**src/rtl/alu_pkg.sv**
```systemverilog
// Shared ALU definitions: divider FSM states and counter sizing.
package alu_pkg;

    typedef enum logic [1:0] {
        IDLE = 2'd0,
        CALC = 2'd1,
        DONE = 2'd2
    } div_state_t;

    localparam int DIV_N = 4;

    // The counter must be able to hold N without wrapping.
    function automatic int div_cnt_w(input int n);
        return $clog2(n) + 1;
    endfunction

    localparam int DIV_CNT_W = div_cnt_w(DIV_N);

endpackage

```
**src/rtl/Subtractor.sv**
```systemverilog
// W-bit unsigned subtractor a - b with ALU-style flags; purely combinational.
// negative is the borrow out (a < b unsigned), zero flags a == b.
module Subtractor #(
    parameter int W = 5
) (
    input  logic [W-1:0] a,
    input  logic [W-1:0] b,
    output logic [W-1:0] diff,
    output logic         negative,
    output logic         zero
);

    logic borrow;

    assign {borrow, diff} = {1'b0, a} - {1'b0, b};
    assign negative       = borrow;
    assign zero           = (diff == '0);

endmodule

```
**src/rtl/seq_divider_ctrl.sv**
```systemverilog
// Restoring unsigned divider: one trial subtraction per cycle, done N+1 cycles after start
// (1 cycle for divide-by-zero); start is ignored while busy, with no queueing.
module seq_divider_ctrl
    import alu_pkg::*;
#(
    parameter int N = DIV_N
) (
    input  logic         clk,
    input  logic         rst_n,
    input  logic         start,
    input  logic [N-1:0] dividend,
    input  logic [N-1:0] divisor,
    output logic         busy,
    output logic         done,
    output logic [N-1:0] quotient,
    output logic [N-1:0] remainder,
    output logic         div_by_zero
);

    localparam int            CW       = div_cnt_w(N);
    localparam int            RW       = N + 1;
    localparam logic [CW-1:0] CNT_LAST = CW'(N - 1);

    div_state_t    state, state_nx;
    logic [RW-1:0] r, r_nx, t, diff, r_step;
    logic [N-1:0]  q, q_nx, d, d_nx, q_step;
    logic [N-1:0]  quo_nx, rem_nx;
    logic [CW-1:0] cnt, cnt_nx;
    logic          negative, zero, ge;
    logic          busy_nx, done_nx, dbz_nx;

    // Shift {R,Q} left by one; R's top bit is always zero because R < D.
    assign t = RW'({r, q[N-1]});

    Subtractor #(.W(RW)) u_sub (
        .a        (t),
        .b        ({1'b0, d}),
        .diff     (diff),
        .negative (negative),
        .zero     (zero)
    );

    assign ge     = !negative || zero;
    assign r_step = ge ? diff : t;
    assign q_step = {q[N-2:0], ge};

    always_comb begin
        state_nx = state;
        r_nx     = r;
        q_nx     = q;
        d_nx     = d;
        cnt_nx   = cnt;
        quo_nx   = quotient;
        rem_nx   = remainder;
        dbz_nx   = div_by_zero;
        case (state)
            IDLE: begin
                if (start) begin
                    if (divisor != '0) begin
                        state_nx = CALC;
                        d_nx     = divisor;
                        q_nx     = dividend;
                        r_nx     = '0;
                        cnt_nx   = '0;
                        dbz_nx   = 1'b0;
                    end else begin
                        state_nx = DONE;
                        quo_nx   = '1;
                        rem_nx   = dividend;
                        dbz_nx   = 1'b1;
                    end
                end
            end
            CALC: begin
                r_nx   = r_step;
                q_nx   = q_step;
                cnt_nx = cnt + 1'b1;
                if (cnt == CNT_LAST) begin
                    state_nx = DONE;
                    quo_nx   = q_step;
                    rem_nx   = r_step[N-1:0];
                end
            end
            DONE:    state_nx = IDLE;
            default: state_nx = IDLE;
        endcase
        busy_nx = (state_nx != IDLE);
        done_nx = (state_nx == DONE);
    end

    always_ff @(posedge clk or negedge rst_n) begin
        if (!rst_n) begin
            state       <= IDLE;
            r           <= '0;
            q           <= '0;
            d           <= '0;
            cnt         <= '0;
            busy        <= 1'b0;
            done        <= 1'b0;
            quotient    <= '0;
            remainder   <= '0;
            div_by_zero <= 1'b0;
        end else begin
            state       <= state_nx;
            r           <= r_nx;
            q           <= q_nx;
            d           <= d_nx;
            cnt         <= cnt_nx;
            busy        <= busy_nx;
            done        <= done_nx;
            quotient    <= quo_nx;
            remainder   <= rem_nx;
            div_by_zero <= dbz_nx;
        end
    end

endmodule

```
**config.mk**
```make
export PLATFORM = sky130hd
export DESIGN_NAME = seq_divider_ctrl
export DESIGN_NICKNAME = d
export VERILOG_FILES = /design/src/rtl/alu_pkg.sv /design/src/rtl/Subtractor.sv /design/src/rtl/seq_divider_ctrl.sv
export SDC_FILE = /design/constraint.sdc
export NUM_CORES = 1
export LEC_CHECK = 0
export CAP_MARGIN = 0
export CORE_UTILIZATION = 30
export DETAILED_ROUTE_END_ITERATION = 6
export MAX_ROUTING_LAYER = met4
export SETUP_SLACK_MARGIN = 0.4
export SKIP_CTS_REPAIR_TIMING = 1
export SLEW_MARGIN = 20
export SYNTH_ARGS = -nofsm -noshare
export SYNTH_HDL_FRONTEND = slang
export SYNTH_SLANG_ARGS = --single-unit
```
**constraint.sdc**
```tcl
create_clock -name clk -period 1.9 [get_ports clk]
set_input_delay 0.475 -clock clk [delete_from_list [all_inputs] [get_ports clk]]
set_output_delay 0.475 -clock clk [all_outputs]
set_load 0.005 [all_outputs]
```
==> out/metrics.cfg <==
[worst_setup_path]
critical_path_peak_fanout=5
worst-path-buf-inv=1
cp-startpoint=r[0]
rr_startpoint=r[0]
crit_chain=ha_1, nor2b_4, o31ai_4, buf_4, and3_1, o21ai_2, a31oi_1
crit_type=reg -> reg
cp.arrival_ps=1970
path_delay_family=compound AO/OA/AOI/OAI gates
slowest_stage=dfrtp_1
start_kind=register
required_ps=2100
critPathMaxStageDelay_ps=420
cp-end-kind=register

[timing]
maxSlewHeadroom=0.594
max_slew.worst_pin.slew_ps=606
max_freq_mhz=565
finalSetupTns_ps=0
maxSlewViolCount=0
worst_slack_ps=130
setup_viol=0
min_period_ps=1770
finalHoldViolCount=0
post-route-period-util=0.932
finClkSkew_ps=2.34
whs_ps=407
rsz0062_at_grt=true

[grt]
antenna_found_initial=0
grt_pass1_vias=1080
grt_pass1_wl_microns=5220
grt_overflow=0
track_usage=0.139
grt_max_degree=29

[synthesis]
synth_top_family_by_area=simple AND/OR/NAND/NOR gates
synth_top_flop_cell=dfrtp_1
synthTopCellsByArea=dfrtp_1 (51%), nand2_1 (7.1%), ha_1 (5.5%)
post-synth-top-count-cell=dfrtp_1
synth_enable_flop_cells=0
async_reset_ff_frac=1.00
synth-compound-area-share=0.152
synth_warnings=0
syn_area_sq_um=1370
synth_top_area_frac=0.510
synth_fa_ha_area_frac=0.0692
synth_top_area_cell=dfrtp_1
syn_nets=156
seq_area_frac_synth=0.510
synth_seq_cells=28
synthTopCellsByCount=dfrtp_1 (28), nand2_1 (26), nor2_1 (17)
ys_types=37
yosys.area_share.xor_xnor=0.00638
netlist_instances=138
synthSimpleGateAreaFrac=0.213
synth_area_per_cell_sq_um=9.96
muxShareOfSynthArea=0.0155

[routing]
routedWlPerCell_microns=14.3
num_vias=1177
drc_errors=0
postRouteAntennaNets=0
drt-initial-drc-count=30
firstDrtPassIters=4
via_per_inst=5.01
routed_wl_microns=3350

[cells_and_area]
area_delta_synth_final_pct=46.2
layout-drive-gt1-share=0.311
multi_input_area_sq_um=728
final.fill_count=438
layout.nets=202
seq_area_sq_um=701
diodes=0

[placement]
io_buffer_count=21
dp_hpwl_microns=2300
gp_congestion=0.816
pre_cts_slack_ps=-247

[min_path]
hp-start=divisor[0]
hp-class=in -> reg

[floorplanning]
start_util=0.313
rows=24
dieHeight_microns=69.7
dieArea_sq_um=4850
io-pin-count=22
fp.coreArea_sq_um=4380
die_w_microns=69.7

[power]
p_per_area_nw_per_um2=1800
ir_worst_vdd_v=0.000571
leakagePower_nw=0.990
power_mw=3.61

[clocking]
cts_tree=built
cts.clk_slew.worst_paths_ps=100
cts_sinks=28
cts_root_buffer=clkbuf_8
numCtsBuffers=3
htreeDepth=1
clock_latency_ps=280
cts_buffer_depth=2

[outcome]
outcome=completed

[flow_run]
cap_violations=0

cell type report:
cell class / count / area share
clock buffer: 3 / 0.0206
clock inverter: 1 / 0.0150
inverter: 6 / 0.0112
multi-input combinational: 101 / 0.363
sequential: 28 / 0.349
tap: 52 / 0.0324
timing repair buffer: 44 / 0.209
worst reg2reg max path: stages (launching register included):
cell	delay (ps)
dfrtp_1	420
ha_1	300
nor2b_4	140
o31ai_4	270
buf_4	170
and3_1	150
o21ai_2	70
a31oi_1	170
where the power goes:
| group | internal [mW] | switching, mW |
|---|---|---|
| registers | 0.865 | 0.208 |
| clock network | 0.282 | 0.192 |
| logic | 1.08 | 0.980 |
| total | 2.23 | 1.38 |
logic make-up (layout without fill, tap and decap cells):
group,after synthesis,after routing
compound gates,30,30
buf+inv,10,54
mux,2,2
flops,28,28
xor+xnor,1,1
fa+ha+maj,7,7
simple gates,60,61
registers in the layout, summed over array words and instances, names as in the netlist:
| name | flops |
|---|---|
| r | 4 |
| d | 4 |
| done | 1 |
| cnt | 3 |
| remainder | 4 |
| div_by_zero | 1 |
| busy | 1 |
| state | 2 |
| q | 4 |
| quotient | 4 |
final timing paths:
path,end,slack (ps),cells past startpoint
min reg2reg,d[2],510,2
min,d[0],410,3
min in group asynchronous,busy,570,2
max reg2reg,remainder[1],130,7
max,remainder[1],130,7
max in group asynchronous,cnt[1],1070,2
cell usage in the layout, fill, tap and decap left out, types with 2 or more instances in the layout:
master / synthesis / final
a31oi_1: 6 / 6
a21oi_1: 7 / 5
clkbuf_8: 0 / 3
clkdlybuf4s50_1: 0 / 5
nand2b_1: 2 / 2
nand2_1: 26 / 25
dfrtp_1: 28 / 28
and3_1: 3 / 2
ha_4: 0 / 2
ha_1: 6 / 3
inv_1: 6 / 5
dlymetal6s2s_1: 0 / 13
buf_4: 0 / 21
nor2_2: 3 / 4
o21ai_2: 0 / 2
buf_6: 1 / 4
nor2_1: 17 / 16
a21oi_2: 3 / 3
a21oi_4: 1 / 3
o21ai_1: 1 / 2
metrics by stage:
step / util / instance area (sq um) / cells
3_3_place_gp: 0.395 / 1730 / 217
6_report: 0.458 / 2010 / 235
4_1_cts: 0.412 / 1800 / 221
3_5_place_dp: 0.395 / 1730 / 217
2_1_floorplan: - / 1410 / 138
5_1_grt: 0.458 / 2010 / 235
metal layers:
metal | global-route usage | wire length [microns] | vias to the layer above
met5 | - | 0 | -
met4 | 0.0333 | 63 | 0
met3 | 0.0262 | 139 | 7
met2 | 0.211 | 1580 | 37
met1 | 0.192 | 1570 | 568
li1 | - | - | 565
Note: power is estimated with default switching activity, not from simulation.
